File: src/rtl/spi_pin_conditioner.sv
// -----------------------------------------------------------------------------
// spi_pin_conditioner
//   Front end of the SPI slave. Each raw pin (sclk, cs, mosi) passes through
//   a 2-flop synchronizer and then a debounce counter. The conditioned sclk
//   and cs levels also produce registered single-cycle edge pulses. The
//   rising_sclk pulse is the bit-step strobe for the SPI control FSM.
//
//   Optional feature macro: SPI_GLITCH_COUNT_EN
//     When defined, an 8-bit saturating glitch_count output is added. It
//     counts the debounce windows that were abandoned because the pin fell
//     back to the conditioned level before the wait time ran out.
// -----------------------------------------------------------------------------
module spi_pin_conditioner #(
    parameter int COUNTER_WIDTH = 3,
    parameter int WAIT_TIME     = 3
) (
    input  logic       clk,
    input  logic       reset,
    input  logic       sclk,
    input  logic       cs,
    input  logic       mosi,
    output logic       conditioned_sclk,
    output logic       conditioned_cs,
    output logic       conditioned_mosi,
    output logic       rising_sclk,
    output logic       falling_sclk,
    output logic       cs_assert,
    output logic       cs_deassert
`ifdef SPI_GLITCH_COUNT_EN
    ,
    output logic [7:0] glitch_count
`endif
);

    // Channel indices into the packed per-pin vectors.
    localparam int NUM_CH  = 3;
    localparam int CH_SCLK = 0;
    localparam int CH_CS   = 1;
    localparam int CH_MOSI = 2;

    // Reset levels {mosi, cs, sclk}: sclk low, cs idle high, mosi low.
    localparam logic [NUM_CH-1:0] RESET_LEVELS = 3'b010;

    localparam logic [COUNTER_WIDTH-1:0] WAIT_CNT = COUNTER_WIDTH'(WAIT_TIME);
    localparam logic [COUNTER_WIDTH-1:0] CNT_ZERO = {COUNTER_WIDTH{1'b0}};
    localparam logic [COUNTER_WIDTH-1:0] CNT_ONE  = COUNTER_WIDTH'(1);

    // Raw pins gathered into one vector so every channel shares the same logic.
    logic [NUM_CH-1:0] pin_s;

    // Synchronizer stages and the debounced levels.
    logic [NUM_CH-1:0] sync0_r;
    logic [NUM_CH-1:0] sync1_r;
    logic [NUM_CH-1:0] cond_r;
    logic [NUM_CH-1:0] cond_nxt_s;

    // Per-channel debounce counters.
    logic [COUNTER_WIDTH-1:0] cnt_r     [NUM_CH];
    logic [COUNTER_WIDTH-1:0] cnt_nxt_s [NUM_CH];

    // Registered edge pulses.
    logic rising_sclk_r;
    logic falling_sclk_r;
    logic cs_assert_r;
    logic cs_deassert_r;

    assign pin_s = {mosi, cs, sclk};

    // Debounce next-state: restart on match, commit after the wait, else count.
    always_comb begin
        for (int i = 0; i < NUM_CH; i++) begin
            cond_nxt_s[i] = cond_r[i];
            cnt_nxt_s[i]  = cnt_r[i];
            if (sync1_r[i] == cond_r[i]) begin
                cnt_nxt_s[i] = CNT_ZERO;
            end else if (cnt_r[i] == WAIT_CNT) begin
                cond_nxt_s[i] = sync1_r[i];
                cnt_nxt_s[i]  = CNT_ZERO;
            end else begin
                cnt_nxt_s[i] = cnt_r[i] + CNT_ONE;
            end
        end
    end

    // Synchronizer, debounce state and edge pulse registers.
    always_ff @(posedge clk) begin
        if (reset) begin
            sync0_r        <= RESET_LEVELS;
            sync1_r        <= RESET_LEVELS;
            cond_r         <= RESET_LEVELS;
            for (int i = 0; i < NUM_CH; i++) begin
                cnt_r[i] <= CNT_ZERO;
            end
            rising_sclk_r  <= 1'b0;
            falling_sclk_r <= 1'b0;
            cs_assert_r    <= 1'b0;
            cs_deassert_r  <= 1'b0;
        end else begin
            sync0_r        <= pin_s;
            sync1_r        <= sync0_r;
            cond_r         <= cond_nxt_s;
            for (int i = 0; i < NUM_CH; i++) begin
                cnt_r[i] <= cnt_nxt_s[i];
            end
            // Pulses are registered together with the level, so they line up.
            rising_sclk_r  <= ~cond_r[CH_SCLK] &  cond_nxt_s[CH_SCLK];
            falling_sclk_r <=  cond_r[CH_SCLK] & ~cond_nxt_s[CH_SCLK];
            cs_assert_r    <=  cond_r[CH_CS]   & ~cond_nxt_s[CH_CS];
            cs_deassert_r  <= ~cond_r[CH_CS]   &  cond_nxt_s[CH_CS];
        end
    end

    assign conditioned_sclk = cond_r[CH_SCLK];
    assign conditioned_cs   = cond_r[CH_CS];
    assign conditioned_mosi = cond_r[CH_MOSI];
    assign rising_sclk      = rising_sclk_r;
    assign falling_sclk     = falling_sclk_r;
    assign cs_assert        = cs_assert_r;
    assign cs_deassert      = cs_deassert_r;

`ifdef SPI_GLITCH_COUNT_EN
    // A glitch is a channel whose window was open and has just closed on a match.
    logic [NUM_CH-1:0] glitch_s;
    logic [1:0]        glitch_inc_s;
    logic [8:0]        glitch_sum_s;
    logic [7:0]        glitch_nxt_s;
    logic [7:0]        glitch_count_r;

    // Glitch detection and saturating accumulation of this cycle's glitches.
    always_comb begin
        glitch_s = {NUM_CH{1'b0}};
        for (int i = 0; i < NUM_CH; i++) begin
            glitch_s[i] = (cnt_r[i] != CNT_ZERO) && (sync1_r[i] == cond_r[i]);
        end
        glitch_inc_s = {1'b0, glitch_s[0]} + {1'b0, glitch_s[1]} + {1'b0, glitch_s[2]};
        glitch_sum_s = {1'b0, glitch_count_r} + {7'b0000000, glitch_inc_s};
        if (glitch_sum_s[8]) begin
            glitch_nxt_s = 8'hFF;
        end else begin
            glitch_nxt_s = glitch_sum_s[7:0];
        end
    end

    // Glitch counter register.
    always_ff @(posedge clk) begin
        if (reset) begin
            glitch_count_r <= 8'h00;
        end else begin
            glitch_count_r <= glitch_nxt_s;
        end
    end

    assign glitch_count = glitch_count_r;
`endif

endmodule
File: config.mk
export PLATFORM = sky130hd
export DESIGN_NAME = spi_pin_conditioner
export DESIGN_NICKNAME = d
export VERILOG_FILES = /design/src/rtl/spi_pin_conditioner.sv
export SDC_FILE = /design/constraint.sdc
export NUM_CORES = 1
export LEC_CHECK = 0
export CAP_MARGIN = 30
export CORE_MARGIN = 8
export CORE_UTILIZATION = 45
export CTS_CLUSTER_SIZE = 30
export DETAILED_ROUTE_END_ITERATION = 6
export GPL_TIMING_DRIVEN = 0
export PLACE_DENSITY = 0.72
export SKIP_CTS_REPAIR_TIMING = 1
export SLEW_MARGIN = 20
export SYNTH_ARGS = -nofsm -noshare
export SYNTH_HDL_FRONTEND = slang
export SYNTH_SLANG_ARGS = --single-unit
export TNS_END_PERCENT = 20
File: constraint.sdc
create_clock -name clk -period 1.1 [get_ports clk]
set_input_delay 0.165 -clock clk [delete_from_list [all_inputs] [get_ports clk]]
set_output_delay 0.165 -clock clk [all_outputs]
set_load 0.03 [all_outputs]
==> flow_summary.ini <==
[status]
outcome = completed

[setup_path]
path_buf_inv = 0
worst_r2r_path_depth = 3
slowest_delay_ns = 0.34
crit_slowest_cell = dfxtp_2
critPathArrivalTime_ns = 1.28
crit_start = cnt_r[0][6]$_SDFF_PP0_
cp-endpoint = cnt_r[0][8]$_SDFF_PP0_
r2r_slack_ns = 0.02
r2r-end = cnt_r[0][8]$_SDFF_PP0_
worstPathCellList = ha_2 > ha_4 > nor4_1
cp-start-kind = register
worstReg2RegStart = cnt_r[0][6]$_SDFF_PP0_
cp.depth = 3
crit_family = adder cells
crit_path_max_fanout = 2
path_class = reg2reg
worst-endpoint-required_ns = 1.30
end_kind = register

[floorplan]
die_w_um = 57.8
initial_core_util_pct = 46.6
num_io_pins = 12
num_rows = 15
dieArea_um2 = 3340
core_region_area_um2 = 1690
fp.dieH_um = 57.8

[timing]
slew_viol_final = 0
fmax_mhz = 928
period_needed_ns = 1.08
worst_pin_slew_ns = 0.352
setup_viol = 0
max_slew_margin_pct = 76.4
post-route-period-util_pct = 98.0
fin_skew_ns = 0.00297
final_hold_viol_count = 0
hold_ws_ns = 0.413
rsz0062_at_grt = yes

[route]
drc = 0
wl_per_cell_um = 12.1
drtAntennaViolNets = 0
firstDrtPassIters = 3
viasPerCell = 5.10
via_count = 469
dr.first_iter.drc_count = 1
wl_um = 1110

[pwr]
switchingPower_uw = 239
p_per_area_nw_per_um2 = 1230
p_leak_uw = 0.000371
peakVddDrop_uv = 693
p_sw_share_pct = 19.7
clockPowerShare_pct = 27.9
p_int_uw = 970
seq_power_share_pct = 67.6
comb_power_share_pct = 4.4

[clock_network]
clk_latency_ns = 0.29
cts_tree = yes
clockBufferDepth = 2
cts_sinks = 22
cts_max_level = 1
root_buffer = clkbuf_4
cts.clk_slew.worst_paths_ns = 0.10
cts_buffers = 3

[placement]
dpl_cell_area_um2 = 921
hpwl_um = 798
gp_congestion = 0.640
port_buffers = 11

[synthesis]
synth_area_um2 = 787
ys_seq_area_share_pct = 56.0
ys_warn_count = 0
ys_types = 14
synth.avg_cell_area_um2 = 12.9
syn_inst = 61
synth_seq_cells = 22
synth_nets = 72

[final_layout]
final_util_pct = 58.4
mostFrequentLayoutCell = dfxtp_1
area_delta_synth_final_pct = 25.3
mostFrequentLayoutCells = dfxtp_1, clkbuf_4, nor2b_1, nor4_1, dfxtp_2
diodes = 0
nets = 88
drive_above_1_share_pct = 41.3
nFillCells = 144
final_area_um2 = 986

[global_routing]
grt_pass1_wl_um = 1890
grt_usage_pct = 7.31
grt.overflow.total = 0
antenna_found_initial = 0
grt_max_degree = 12
grt_pass1_vias = 445

[min_path]
whs_path_depth = 1
holdCritPathClass = reg2reg

[flow_run]
cap_viol_max_count = 0
-- per-stage QoR --
stage,std cells,setup slack (ns),power [µW],setup TNS (ns)
4_1_cts,92,-0.519,1230,-3.23
3_3_place_gp,89,-0.171,888,-1.46
5_1_grt,92,-0.0821,1270,-0.138
6_report,92,0.0222,1210,0
3_5_place_dp,89,-0.172,889,-1.70
2_1_floorplan,61,0.0254,867,0
-- layout make-up --
type	count	area [µm²]	share of cell area [%]
flip-flops and latches	22	447	45.3
plain buffers	2	21.3	2.16
well taps	17	21.3	2.16
inverters	3	11.3	1.14
multi-input cells	34	373	37.8
clock buffers	3	22.5	2.28
repair buffers	11	90.1	9.14
-- sequential cells by signal, indices dropped and copies added (netlist names) --
signal        flops
cnt_r             9
cond_r            3
sync0_r           3
sync1_r           3
cs_assert         1
cs_deassert       1
falling_sclk      1
rising_sclk       1
-- synthesized netlist by cell type, drive strengths merged --
master  count  area (µm²)
dfxtp      22         440
clkbuf      2        21.3
nor4b       3        45.0
or2         2        12.5
nor2        2        7.51
xnor2       3        26.3
and4bb      4        50.1
a211o       1        8.76
ha          6        75.1
inv         3        11.3
nor4        6        37.5
nor2b       5        31.3
mux2i       2        20.0
-- worst min-delay path by stage --
stage	startpoint	end
floorplan	cs	sync0_r[1]$_SDFF_PP1_
global placement	sync0_r[1]$_SDFF_PP1_	sync1_r[1]$_SDFF_PP1_
detailed placement	sync0_r[1]$_SDFF_PP1_	sync1_r[1]$_SDFF_PP1_
CTS	sclk	sync0_r[0]$_SDFF_PP0_
global route	sclk	sync0_r[0]$_SDFF_PP0_
finish	cnt_r[0][0]$_SDFF_PP0_	cnt_r[0][0]$_SDFF_PP0_
-- cell families (layout without fill, tap and decap cells) --
logic type      Yosys count  after routing  share of synthesized area (%)
mux                       2              2                           2.54
xor+xnor                  3              3                           3.34
fa+ha+maj                 6              6                           9.54
compound gates            1              1                           1.11
buf+inv                   5             19                           4.13
simple gates             22             22                           23.4
flops                    22             22                           56.0
-- metal layers --
layer / track usage [%] / share of wire, %
met5: 0 / 0
met4: 5.24 / 0.90
met3: 3.53 / 5.1
met2: 10.4 / 42
met1: 8.34 / 52
-- power by group through the flow --
stage	Combinational (µW)	Clock [µW]	Sequential, µW
after floorplan	33.3	0	833
after global placement	53.2	0	834
after detailed placement	53.8	0	835
after CTS	53.9	361	817
after global routing	58.8	388	819
final	53.6	338	818
Note: power is estimated with default switching activity, not from simulation.
